==> config.mk <==
export PLATFORM = sky130hd
export DESIGN_NAME = spi_cmd_master
export DESIGN_NICKNAME = d
export VERILOG_FILES = /design/src/rtl/spi_pkg.sv /design/src/rtl/spi_sclk_gen.sv /design/src/rtl/spi_cmd_master.sv
export SDC_FILE = /design/constraint.sdc
export NUM_CORES = 1
export LEC_CHECK = 0
export ABC_CLOCK_PERIOD_IN_PS = 2400
export BUFFER_PORTS_ARGS = -buffer_cell sky130_fd_sc_hd__buf_2
export CAP_MARGIN = 25
export CELL_PAD_IN_SITES_DETAIL_PLACEMENT = 0
export CELL_PAD_IN_SITES_GLOBAL_PLACEMENT = 2
export CORE_UTILIZATION = 32
export DETAILED_ROUTE_END_ITERATION = 6
export HOLD_SLACK_MARGIN = 0.05
export PLACE_DENSITY = 0.82
export SLEW_MARGIN = 40
export SYNTH_ARGS = -nofsm -noshare
export SYNTH_HDL_FRONTEND = slang
export SYNTH_SLANG_ARGS = --single-unit
==> constraint.sdc <==
create_clock -name clk -period 2.4 [get_ports clk]
set_clock_uncertainty 0.05 [all_clocks]
set_input_delay 0.12 -clock clk [delete_from_list [all_inputs] [get_ports clk]]
set_output_delay 0.12 -clock clk [all_outputs]
set_load 0.01 [all_outputs]
==> src/rtl/spi_pkg.sv <==
// spi_pkg: SUMP opcodes, long-command flag position and FSM state encoding shared by spi_cmd_master
package spi_pkg;
    localparam logic [7:0] OP_RESET       = 8'h00;
    localparam logic [7:0] OP_RUN         = 8'h01;
    localparam logic [7:0] OP_QUERY_ID    = 8'h02;
    localparam logic [7:0] OP_QUERY_META  = 8'h04;
    localparam logic [7:0] OP_QUERY_INPUT = 8'h06;
    localparam int LONG_BIT = 7;
    typedef enum logic [2:0] {
        S_IDLE,
        S_LEAD,
        S_TX,
        S_RX,
        S_RWAIT,
        S_TRAIL,
        S_GAP
    } state_t;
endpackage

==> src/rtl/spi_sclk_gen.sv <==
// spi_sclk_gen: CLK_DIV half-period tick source; phase is the SCLK level, hold parks it low and restarts the count
module spi_sclk_gen #(
    parameter int CLK_DIV = 4
) (
    input  logic clk,
    input  logic rst,
    input  logic hold,
    output logic tick,
    output logic phase
);
    localparam int CW = $clog2(CLK_DIV);
    localparam logic [CW-1:0] CNT_END = CW'(CLK_DIV - 1);
    logic [CW-1:0] cnt;
    assign tick = !hold && cnt == CNT_END;
    always_ff @(posedge clk) begin
        if (rst || hold) begin
            cnt   <= '0;
            phase <= 1'b0;
        end else begin
            cnt   <= tick ? '0 : cnt + 1'b1;
            phase <= phase ^ tick;
        end
    end
endmodule

==> src/rtl/spi_cmd_master.sv <==
// spi_cmd_master: SPI mode-0 master sending 1/5-byte SUMP commands and streaming back response bytes.
// SPI_CMD_MASTER_READBACK_EN enables the MISO read-back path and the rsp_* stream.
module spi_cmd_master
    import spi_pkg::*;
#(
    parameter int CLK_DIV = 4,
    parameter int CS_GAP  = 8
) (
    input  logic        clk,
    input  logic        rst,
    input  logic [7:0]  cmd_code,
    input  logic [31:0] cmd_data,
    input  logic [7:0]  cmd_rdlen,
    input  logic        cmd_valid,
    output logic        cmd_ready,
    output logic [7:0]  rsp_tdata,
    output logic        rsp_tvalid,
    output logic        rsp_tlast,
    input  logic        rsp_tready,
    output logic        busy,
    output logic        spi_cs_n,
    output logic        spi_sclk,
    output logic        spi_mosi,
    input  logic        spi_miso
);
    localparam logic [15:0] HALF_END = 16'(CLK_DIV - 1);
    localparam logic [15:0] GAP_END  = 16'(CS_GAP - 1);
    state_t state;
    logic [39:0] tx_sh;
    logic [15:0] wait_cnt;
    logic [2:0] bit_cnt;
    logic [2:0] tx_left;
    logic hold;
    logic tick;
    logic phase;
    logic rise;
    logic fall;
    assign hold      = state != S_TX && state != S_RX;
    assign rise      = tick && !phase;
    assign fall      = tick && phase;
    assign cmd_ready = state == S_IDLE && !rst;
    assign busy      = state != S_IDLE;
    spi_sclk_gen #(.CLK_DIV(CLK_DIV)) u_sclk (
        .clk  (clk),
        .rst  (rst),
        .hold (hold),
        .tick (tick),
        .phase(phase)
    );
`ifdef SPI_CMD_MASTER_READBACK_EN
    logic [6:0] rx_sh;
    logic [7:0] rx_left;
`else
    logic unused_ok;
    assign unused_ok  = ^{cmd_rdlen, spi_miso, rsp_tready};
    assign rsp_tdata  = '0;
    assign rsp_tvalid = 1'b0;
    assign rsp_tlast  = 1'b0;
`endif
    always_ff @(posedge clk) begin
        if (rst) begin
            state    <= S_IDLE;
            spi_cs_n <= 1'b1;
            spi_sclk <= 1'b0;
            spi_mosi <= 1'b0;
            tx_sh    <= '0;
            wait_cnt <= '0;
            bit_cnt  <= '0;
            tx_left  <= '0;
`ifdef SPI_CMD_MASTER_READBACK_EN
            rx_sh      <= '0;
            rx_left    <= '0;
            rsp_tdata  <= '0;
            rsp_tvalid <= 1'b0;
            rsp_tlast  <= 1'b0;
`endif
        end else begin
`ifdef SPI_CMD_MASTER_READBACK_EN
            if (rsp_tvalid && rsp_tready) rsp_tvalid <= 1'b0;
`endif
            case (state)
                S_IDLE: if (cmd_valid) begin
                    state    <= S_LEAD;
                    spi_cs_n <= 1'b0;
                    wait_cnt <= '0;
                    bit_cnt  <= '0;
                    tx_left  <= cmd_code[LONG_BIT] ? 3'd4 : 3'd0;
                    tx_sh    <= {cmd_code, cmd_code[LONG_BIT] ?
                                 {cmd_data[7:0], cmd_data[15:8], cmd_data[23:16], cmd_data[31:24]} : 32'h0};
`ifdef SPI_CMD_MASTER_READBACK_EN
                    rx_left  <= cmd_rdlen;
`endif
                end
                S_LEAD: if (wait_cnt == HALF_END) begin
                    state    <= S_TX;
                    wait_cnt <= '0;
                    spi_mosi <= tx_sh[39];
                end else begin
                    wait_cnt <= wait_cnt + 16'd1;
                end
                S_TX: begin
                    if (rise) spi_sclk <= 1'b1;
                    if (fall) begin
                        spi_sclk <= 1'b0;
                        bit_cnt  <= bit_cnt + 3'd1;
                        tx_sh    <= {tx_sh[38:0], 1'b0};
                        spi_mosi <= tx_sh[38];
                        if (bit_cnt == 3'd7 && tx_left != 3'd0) tx_left <= tx_left - 3'd1;
                        if (bit_cnt == 3'd7 && tx_left == 3'd0) begin
                            spi_mosi <= 1'b0;
`ifdef SPI_CMD_MASTER_READBACK_EN
                            state    <= rx_left != 8'd0 ? S_RX : S_TRAIL;
`else
                            state    <= S_TRAIL;
`endif
                        end
                    end
                end
`ifdef SPI_CMD_MASTER_READBACK_EN
                S_RX: begin
                    if (rise) begin
                        spi_sclk <= 1'b1;
                        rx_sh    <= {rx_sh[5:0], spi_miso};
                        if (bit_cnt == 3'd7) begin
                            rsp_tdata  <= {rx_sh, spi_miso};
                            rsp_tvalid <= 1'b1;
                            rsp_tlast  <= rx_left == 8'd1;
                            rx_left    <= rx_left - 8'd1;
                        end
                    end
                    if (fall) begin
                        spi_sclk <= 1'b0;
                        bit_cnt  <= bit_cnt + 3'd1;
                        if (bit_cnt == 3'd7) state <= S_RWAIT;
                    end
                end
                // the byte may already have been taken during the final high half
                S_RWAIT: if (!rsp_tvalid || rsp_tready) state <= rx_left != 8'd0 ? S_RX : S_TRAIL;
`endif
                S_TRAIL: if (wait_cnt == HALF_END) begin
                    state    <= S_GAP;
                    spi_cs_n <= 1'b1;
                    wait_cnt <= '0;
                end else begin
                    wait_cnt <= wait_cnt + 16'd1;
                end
                S_GAP: if (wait_cnt == GAP_END) state <= S_IDLE; else wait_cnt <= wait_cnt + 16'd1;
                default: state <= S_IDLE;
            endcase
        end
    end
endmodule

Word level (Yosys, flattened, before mapping)
Cells that the tools add are included.
{"block": "classes", "n_addsub": 4, "n_eq_ne": 18, "muxes": 32, "n_bitwise": 1, "reduce_logical": 29}
{"op": "40-bit two-way mux", "count": 2}
{"op": "40-bit one-hot mux with 2 select lines", "count": 1}
{"op": "16-bit two-way mux", "count": 3}
{"op": "16-bit one-hot mux with 3 select lines", "count": 1}
{"op": "3-bit two-way mux", "count": 12}
{"op": "32-bit two-way mux", "count": 1}
{"op": "16-bit by 1-bit adder with 16-bit output (second input constant)", "count": 1}
{"op": "16-bit by 2-bit equality test with 1-bit output (second input constant)", "count": 1}
{"op": "16-bit by 3-bit equality test with 1-bit output (second input constant)", "count": 1}
{"op": "2-bit != test (second input constant)", "count": 8}
{"op": "3-bit one-hot mux with 5 select lines", "count": 1}
{"op": "3-bit one-hot mux with 2 select lines", "count": 2}
{"op": "3-bit AND reduction", "count": 4}
{"op": "3-bit equality test (second input constant)", "count": 3}
{"op": "3-bit nonzero test", "count": 3}
{"op": "2-bit nonzero test", "count": 4}
{"op": "1-bit logical AND", "count": 7}
{"op": "1-bit two-way mux", "count": 7}
{"op": "3-bit zero test", "count": 2}
{"op": "3-bit by 2-bit != test with 1-bit output (second input constant)", "count": 2}
{"op": "6-bit AND reduction", "count": 1}
{"op": "1-bit one-hot mux with 2 select lines", "count": 2}
{"op": "4-bit AND reduction", "count": 1}
{"op": "2-bit OR reduction", "count": 2}
{"op": "other kinds (10)", "count": 12}
{"block": "totals", "regBits": 71, "input_bits": 53, "output_inout_bits": 15, "wordCells": 94}

Longest topological paths before layout
Gate-level depths: netlist of the first run.
{"block": "depth", "word_depth": 7, "depth_mapped": 9, "depth_no_buf": 8}

Hierarchy
From an unflattened synthesis of the first run, not the netlist that was laid out.
{"block": "unflattened", "cells_unflattened": 426, "hier_area_um2": 3519.6}
{"module": "spi_cmd_master", "instances": 1, "cells_each": 417, "area_per_inst_um2": 3407.0, "seq_area_each_um2": 1361.3}
{"module": "spi_sclk_gen", "instances": 1, "cells_each": 9, "area_per_inst_um2": 112.6, "seq_area_each_um2": 60.1}

Worst setup path before layout of the first run
No wires, ideal clock.
{"block": "synth_path", "path_kind": "register to register", "start": "register state[2]", "end": "register tx_sh[13]", "setup_time_ps": 91, "arrival_ps": 1906, "t_required_ps": 2259, "slack_ps": 353, "stages_incl_launch_ff": 9, "path_buffers": 3, "period_less_slack_ps": 2047, "cell_sequence": "dfxtp_1 clkbuf_1 and3b_1 ha_1 and2_1 o21a_1 buf_2 clkbuf_1 a311oi_1"}
{"block": "synth_via", "elab_chain_len": 7}
{"item": "start, declared", "line": "spi_cmd_master.sv:28", "source": "state_t state;"}
{"item": "start signal, assigned", "line": "spi_cmd_master.sv:62", "source": "state <= S_IDLE;"}
{"item": "start signal, assigned", "line": "spi_cmd_master.sv:83", "source": "state <= S_LEAD;"}
{"item": "start signal, assigned", "line": "spi_cmd_master.sv:95", "source": "state <= S_TX;"}
{"item": "3-bit by 2-bit != test with 1-bit output", "line": "spi_cmd_master.sv:38", "source": "assign hold = state != S_TX && state != S_RX;"}
{"item": "1-bit logical AND", "line": "spi_cmd_master.sv:38"}
{"item": "1-bit zero test", "line": "spi_sclk_gen.sv:14", "source": "assign tick = !hold && cnt == CNT_END;"}
{"item": "1-bit logical AND", "line": "spi_sclk_gen.sv:14"}
{"item": "1-bit logical AND", "line": "spi_cmd_master.sv:40", "source": "assign fall = tick && phase;"}
{"item": "2-bit != test (no source line)"}
{"item": "3-bit AND reduction (no source line)"}
{"item": "end signal, assigned", "line": "spi_cmd_master.sv:88", "source": "tx_sh <= {cmd_code, cmd_code[LONG_BIT] ?"}
{"item": "end signal, assigned", "line": "spi_cmd_master.sv:106", "source": "tx_sh <= {tx_sh[38:0], 1'b0};"}
{"item": "end, declared", "line": "spi_cmd_master.sv:29", "source": "logic [39:0] tx_sh;"}
Parallel ways exist; a longest one is shown, timed or not.
A chain may end at the register's enable or synchronous reset.

Worst setup path after layout of the first run
{"block": "layout_path", "start": "register u_sclk.cnt[0]", "end": "register tx_left[1]"}
{"block": "layout_via", "elab_chain_len": 5}
{"item": "start, declared", "line": "spi_sclk_gen.sv:13", "source": "logic [CW-1:0] cnt;"}
{"item": "start signal, assigned", "line": "spi_sclk_gen.sv:20", "source": "cnt <= tick ? '0 : cnt + 1'b1;"}
{"item": "2-bit equality test", "line": "spi_sclk_gen.sv:14"}
{"item": "1-bit logical AND", "line": "spi_sclk_gen.sv:14"}
{"item": "1-bit logical AND", "line": "spi_cmd_master.sv:40"}
{"item": "2-bit != test (no source line)"}
{"item": "4-bit AND reduction (no source line)"}
{"item": "end signal, assigned", "line": "spi_cmd_master.sv:87", "source": "tx_left <= cmd_code[LONG_BIT] ? 3'd4 : 3'd0;"}
{"item": "end signal, assigned", "line": "spi_cmd_master.sv:108", "source": "if (bit_cnt == 3'd7 && tx_left != 3'd0) tx_left <= tx_left - 3'd1;"}
{"item": "end, declared", "line": "spi_cmd_master.sv:32", "source": "logic [2:0] tx_left;"}
Every way passes these cells.

==> out/metrics.cfg, run 1 <==
[cts]
cts.sinks = 71
cts_tree = done
root_buffer = clkbuf_8
clk_latency_ns = 0.35
path_clk_slew_ns = 0.08
cts_made_buffers = 9
htree_levels = 3
clock_path_buffers = 2
post-cts-setup-buffers = 0

[routing]
drtIter0Drc = 191
routedWlPerCell_um = 12.8
drc = 0
ant_nets = 0
drt_pass1_iterations = 4
routed_wl_um = 8310
routed_via_density = 5.07
vias = 3302

[synth]
synth_flop_cell = dfxtp_1
synth_top_area_cell = dfxtp_1
post_synth_and_or_nand_nor_area_fraction_pct = 29.2
synthXorXnorAreaFrac_pct = 1.25
synth_common_cells = 71 x dfxtp_1, 63 x nand2_1, 52 x nor2_1, 39 x a311oi_1, 39 x nand3_1
syn_area_um2 = 3510
syn-instance-count = 435
yosysTopAreaCellShare_pct = 40.5
synth.area.top_cells = dfxtp_1 40%, a311oi_1 9.7%, nand2_1 6.7%
yosys-mux-area-fraction_pct = 0.606
synth_top_family_by_area = simple AND/OR/NAND/NOR gates
post-synth-top-count-cell = dfxtp_1
yosys_warnings = 0
ys_ff_latch = 71
async_reset_ff_share_pct = 0
synth_seq_area_share_pct = 40.5
synth_cell_types = 50
synth_edf_count = 0
synth_compound_area_share_pct = 18.5
syn_area_per_cell_um2 = 8.07
synth-adder-area-share_pct = 2.85

[floorplanning]
core_um2 = 10500
die_x_um = 107
dieHeight_um = 107
io_pins = 68
initial_core_util_pct = 33.5
fp.dieArea_um2 = 11400
rows = 37

[min_path]
hp-class = in2reg

[power]
swShare_pct = 23.5
leakage_uw = 0.00166
total_power_uw = 2870
cellInternalPower_uw = 2190
power_density_nw_per_um2 = 638
clkPwrFrac_pct = 44.3
ir_worst_vdd_mv = 0.230
p_comb_share_pct = 11.1
switchingPower_uw = 674
power_frac_seq_pct = 44.6

[worst_setup_path]
start_kind = flip-flop
worstSetupPathType = reg2reg
arrival_ns = 2.31
critPathRequiredTime_ns = 2.62
cp-end-kind = flip-flop
worstPathMaxFanout = 5

[final_layout]
multi_input_area_um2 = 1880
num-fill-cells = 1094
regArea_um2 = 1420
synthToLayoutAreaGrowth_pct = 28.2
n_antenna_cell = 0
layout-drive-gt1-share_pct = 17.1
nets = 571

[global_route]
antenna_found_initial = 0
grt_pass1_vias = 2959
gr-usage-met3_pct = 3.22
track_usage_pct = 15.2
grt_start_max_net_pins = 53
grt_use_met2_pct = 24.2
grt-busiest-layer = met2
grt_first_pass_wirelength_um = 14000
overflow = 0
met1_usage_pct = 20.0

[timing]
slew_headroom_pct = 61.4
setup_viol = 0
fin_crit_sh_pct = 86.9
fin_tns_setup_ns = 0
finalHoldViolations = 0
drv_slew = 0
tightest_slew_ns = 0.579
fin_crit_ns = 2.09
rsz0062_at_grt = false
fmax_mhz = 479

[place]
post-dp-hpwl_um = 5150
io_buffers = 47
gp_congestion = 0.748

[run_status]
status = completed

[job]
max-cap-violations = 0

worst max-delay path, stage by stage (launching register included):
cell and delay, ns:
dfxtp_1 0.34, ha_1 0.19, and3b_1 0.19, ha_1 0.17
buf_4 0.13, nand3_1 0.06, o21ai_0 0.24, nand2_1 0.17
or3_1 0.34, a21oi_1 0.13
stage by stage:
step / std cells / utilization [%] / setup WS, ns / hold WS (ns) / cell area (um2)
2_1_floorplan: 444 / - / 0.353 / 0.222 / 3540
3_3_place_gp: 595 / 36.5 / 0.277 / 0.339 / 3820
3_5_place_dp: 595 / 36.5 / 0.222 / 0.335 / 3820
4_1_cts: 651 / 42.9 / 0.191 / 0.114 / 4490
5_1_grt: 651 / 43.0 / 0.0580 / 0.141 / 4500
6_report: 651 / 43.0 / 0.314 / 0.123 / 4500
layout by cell type (no fill, tap or decap), drive strengths merged, types with 2 or more instances in the layout:
cell type,Yosys,routed
and2,3,3
nand2b,4,4
buf,26,59
nand4,6,6
a21o,2,2
xnor2,4,4
clkbuf,18,9
dfxtp,71,71
a311oi,39,39
a211oi,2,2
dlygate4sd3,0,40
ha,8,8
or4,3,3
bufinv,0,4
nand3,40,40
inv,4,4
and4,2,2
nor3b,3,3
nor3,3,3
nand3b,3,3
a2111oi,2,2
nor4,2,2
nor2,53,53
nor2b,7,7
nand2,64,64
a21oi,23,23
o31ai,2,2
and3,2,2
or3,11,11
o21ai,14,14
o21a,2,2
conb,1,10
clkinv,0,2
power by group through the flow:
stage,Sequential (uW),Clock (uW),Combinational [uW]
4_1_cts,1280,1310,319
3_3_place_gp,1300,0,263
2_1_floorplan,1300,0,207
6_report,1280,1270,318
3_5_place_dp,1310,0,268
5_1_grt,1290,1360,358
path summary, 6_finish.rpt:
kind / slack [ns] / to / start / depth (start not counted)
hold / removal: 0.12 / spi_cs_n$_SDFFE_PP1P_ / cmd_valid / 4
setup reg to reg: 0.31 / tx_left[1]$_SDFFE_PP0P_ / u_sclk.cnt[0]$_SDFF_PP0_ / 9
hold reg to reg: 0.38 / u_sclk.cnt[0]$_SDFF_PP0_ / u_sclk.cnt[0]$_SDFF_PP0_ / 1
setup / recovery: 0.31 / tx_left[1]$_SDFFE_PP0P_ / u_sclk.cnt[0]$_SDFF_PP0_ / 9
state kept, by name (all words and copies together), names as in the netlist:
register      flops
u_sclk.phase      1
spi_sclk          1
spi_cs_n          1
bit_cnt           3
spi_mosi          1
wait_cnt         16
state             3
u_sclk.cnt        2
tx_sh            40
tx_left           3
layer usage:
layer | part of all wire [%] | routed length [um]
met4 | 1.7 | 140
met2 | 44 | 3680
met5 | 0 | 0
met3 | 3.5 | 288
met1 | 51 | 4200
timing repair:
item,CTS,global route
endpoints found under the setup margin,0,1
resized for setup,0,1
hold buffers,40,0
hold endpoints to repair,40,0
area by class of cell:
class	instances	area share [%]
Clock inverter	7	3.23
Clock buffer	9	2.75
Multi-Input combinational cell	325	41.9
Inverter	4	0.334
Timing Repair Buffer	99	16.4
Sequential cell	71	31.6
Tap cell	136	3.78
cell families after synthesis:
family,count (synthesis)
buffers and inverters,48
other,1
xor gates and xnor gates,5
and+or+nand+nor,210
muxes,2
adders and majority gates,8
AOI/OAI and AO/OA,90
DFF,71
Note: power is estimated with default switching activity, not from simulation.
==> inputs of run 2 (changes only) <==
- ABC_AREA: unset -> 1
- CORE_UTILIZATION: 32 -> 31
- PLACE_DENSITY: 0.82 -> 0.83
- RECOVER_POWER: unset -> 50
- REMOVE_ABC_BUFFERS: unset -> 1
==> out/metrics.cfg, run 2 <==
[routing]
routed_via_density = 4.78  ; -5.7%
vias = 3611  ; +9.4%
drc = 0  ; unchanged
routed_wl_um = 8870  ; +6.7%
drt_pass1_iterations = 4  ; unchanged
routedWlPerCell_um = 11.7  ; -8.0%
ant_nets = 0  ; unchanged
drtIter0Drc = 249  ; +30%

[timing]
drv_slew = 0  ; unchanged
setup_viol = 0  ; unchanged
rsz0062_at_grt = false
fmax_mhz = 480  ; +0.11%
fin_crit_sh_pct = 86.8  ; -0.096 points
fin_crit_ns = 2.08  ; -0.00230 ns
finalHoldViolations = 0  ; unchanged

[final_layout]
top_register = tx_sh
layout-drive-gt1-share_pct = 12.9  ; -4.2 points
synthToLayoutAreaGrowth_pct = 26.3
n_antenna_cell = 0  ; unchanged
layout.cells.most_common_list = 153 x nand2_1, 71 x dfxtp_1, 43 x nor2_1, 43 x buf_2, 41 x dlygate4sd3_1
nets = 668  ; +17%
final_common_cell = nand2_1
top_regs = tx_sh: 40 flops, wait_cnt: 16 flops
largest_reg_flops = 40  ; unchanged
final_area_um2 = 4700  ; +4.6%

[global_route]
grt-busiest-layer = met2
grt_use_met2_pct = 25.3  ; +1.1 points
antenna_found_initial = 0  ; unchanged
grt_start_max_net_pins = 85  ; +60%
grt_pass1_vias = 3362  ; +14%
met1_usage_pct = 19.9  ; -0.14 points
gr-usage-met3_pct = 4.52  ; +1.3 points
track_usage_pct = 15.5  ; +0.27 points
overflow = 0  ; unchanged
grt_first_pass_wirelength_um = 15600  ; +12%

[cts]
root_buffer = clkbuf_16
cts.sinks = 71  ; unchanged
cts_tree = done
cts_made_buffers = 9  ; unchanged
path_clk_slew_ns = 0.06  ; -0.02 ns
clock_path_buffers = 2  ; unchanged
clk_latency_ns = 0.33  ; -0.02 ns
htree_levels = 3  ; unchanged
cts_resized = 0  ; unchanged

[floorplanning]
core_um2 = 11600  ; +11%
io_pins = 68  ; unchanged
fp.dieArea_um2 = 12500  ; +9.4%
rows = 39  ; +5.4%
initial_core_util_pct = 32.2  ; -1.3 points
dieHeight_um = 112  ; +4.6%
die_x_um = 112  ; +4.6%

[run_status]
status = completed

[worst_setup_path]
arrival_ns = 2.24  ; -0.07 ns
cp_slowest_cell = dfxtp_1
rr_worst_depth = 12  ; +3
worstPathMaxFanout = 84  ; +79
rr_startpoint = state[0]$_SDFFE_PP0P_
max_stage_delay_ns = 0.34  ; about the same
r2r_slack_ns = 0.32  ; about the same
worstSetupPathType = reg2reg
start_kind = flip-flop
critPathRequiredTime_ns = 2.56  ; -0.06 ns
cp_cell_sequence = nor2_1, nand2_2, nand2_1, inv_1, nor2_1, ha_1, o21ai_2, nor2_4, buf_12, inv_1, nand2_1, a21oi_1
cp-end-kind = flip-flop
timing.rr.end = bit_cnt[2]$_SDFFE_PP0P_

[min_path]
hp-class = in2reg
hold_path_end = wait_cnt[2]$_SDFFE_PP0P_
hp-start = rst
min_path_cells = 3  ; -1

[power]
leakage_uw = 0.00191  ; +15%
total_power_uw = 3680  ; +28%
ir_worst_vdd_mv = 0.426  ; +85%
power_density_nw_per_um2 = 783  ; +23%

[synth]
syn_area_um2 = 3720  ; +6.1%
post-synth-top-count-cell = nand2_1
synth.area.top_cells = dfxtp_1 38%, nand2_1 15%, a31oi_1 6.6%
synth_top_area_cell = dfxtp_1
syn-instance-count = 529  ; +22%
synth_seq_area_share_pct = 38.2  ; -2.3 points
synth_common_cells = 153 x nand2_1, 71 x dfxtp_1, 42 x nor2_1, 39 x a31oi_1, 32 x inv_1
synth_cell_types = 33  ; -34%
ys_ff_latch = 71  ; unchanged
synth_flop_cell = dfxtp_1
synth_edf_count = 0  ; unchanged
yosys_warnings = 0  ; unchanged
async_reset_ff_share_pct = 0  ; unchanged
yosysTopAreaCellShare_pct = 38.2  ; -2.3 points
syn_area_per_cell_um2 = 7.04  ; -13%

[place]
gp_congestion = 0.779  ; +4.3%
io_buffers = 47  ; unchanged
post-dp-hpwl_um = 5590  ; +8.5%
placed_cell_area_um2 = 4020  ; +5.3%

[job]
max-cap-violations = 0  ; unchanged

-- run 2: cell types whose count changed after synthesis, sizes merged, moves of 9 or more --
cell,before,now
nand2,64,154
a311oi,39,0
o211ai,0,9
o21ai,14,51
nand3,40,22
or3,11,0
a31oi,1,39
inv,4,37
-- run 2: cell type report --
cell class                      instances  area, um2
Tap cell                              143        179
Clock buffer                           11        233
Clock inverter                          5       58.8
Inverter                               38        143
Sequential cell                        71       1420
Multi-Input combinational cell        390       1940
Timing Repair Buffer                   97        729
Fill cell                            1231       6860
-- run 2: critical path, delay by kind of cell, from the launching register on --
family / cells / cell delay, ns
simple gates: 6 / 0.70
buf+inv: 3 / 0.43
flops: 1 / 0.34
fa+ha+maj: 1 / 0.23
compound gates: 2 / 0.15
-- run 2: cells by family (layout without fill, tap and decap cells) --
| group | Yosys count | in the layout | share of synthesized area, % |
|---|---|---|---|
| AND/OR/NAND/NOR | 238 | 238 | 27.6 |
| XOR/XNOR | 5 | 5 | 1.18 |
| AO/OA/AOI/OAI | 129 | 129 | 20.0 |
| buffers and inverters | 77 | 151 | 10.3 |
| flip-flops | 71 | 71 | 38.2 |
| adder cells (fa/ha/maj) | 8 | 8 | 2.69 |
| other | 1 | 10 | 0.101 |
-- run 2: how the worst max path moves through the flow --
| stage | slack, ns | cells past startpoint | from | endpoint |
|---|---|---|---|---|
| 2_1_floorplan | -0.29 | 10 | state[0]$_SDFFE_PP0P_ | bit_cnt[0]$_SDFFE_PP0P_ |
| 3_3_place_gp | 0.40 | 12 | state[2]$_SDFFE_PP0P_ | tx_sh[0]$_SDFFE_PP0P_ |
| 3_5_place_dp | 0.37 | 12 | state[2]$_SDFFE_PP0P_ | bit_cnt[2]$_SDFFE_PP0P_ |
| 4_1_cts | 0.34 | 12 | state[2]$_SDFFE_PP0P_ | bit_cnt[2]$_SDFFE_PP0P_ |
| 5_1_grt | 0.09 | 12 | state[0]$_SDFFE_PP0P_ | bit_cnt[2]$_SDFFE_PP0P_ |
| 6_report | 0.32 | 12 | state[0]$_SDFFE_PP0P_ | bit_cnt[2]$_SDFFE_PP0P_ |
-- run 2: per-layer routing --
| metal | wire [um] | vias up |
|---|---|---|
| met2 | 3930 | 74 |
| met1 | 4490 | 1615 |
| met5 | 0 | - |
| met4 | 74 | 0 |
| li1 | - | 1916 |
| met3 | 370 | 6 |
-- run 2: where the power goes --
group | internal, uW | total, uW | switching (uW)
Clock | 805 | 1330 | 523
Sequential | 1400 | 1510 | 114
Combinational | 327 | 842 | 515
Total | 2530 | 3680 | 1150
-- run 2: what timing repair did --
item,in CTS,in global routing
buffers inserted,0,0
endpoints found under the hold margin,41,0
hold buffers,41,0
-- run 2: stage by stage --
| stage | hold slack, ns | instances | utilization (%) | TNS (ns) | setup slack, ns |
|---|---|---|---|---|---|
| after floorplan | 0.139 | 499 | - | -7.42 | -0.287 |
| final | 0.220 | 755 | 40.7 | 0 | 0.316 |
| after detailed placement | 0.343 | 698 | 34.8 | 0 | 0.367 |
| after global placement | 0.341 | 698 | 34.8 | 0 | 0.404 |
| after CTS | 0.210 | 755 | 40.9 | 0 | 0.343 |
| after global routing | 0.239 | 755 | 40.7 | 0 | 0.0884 |
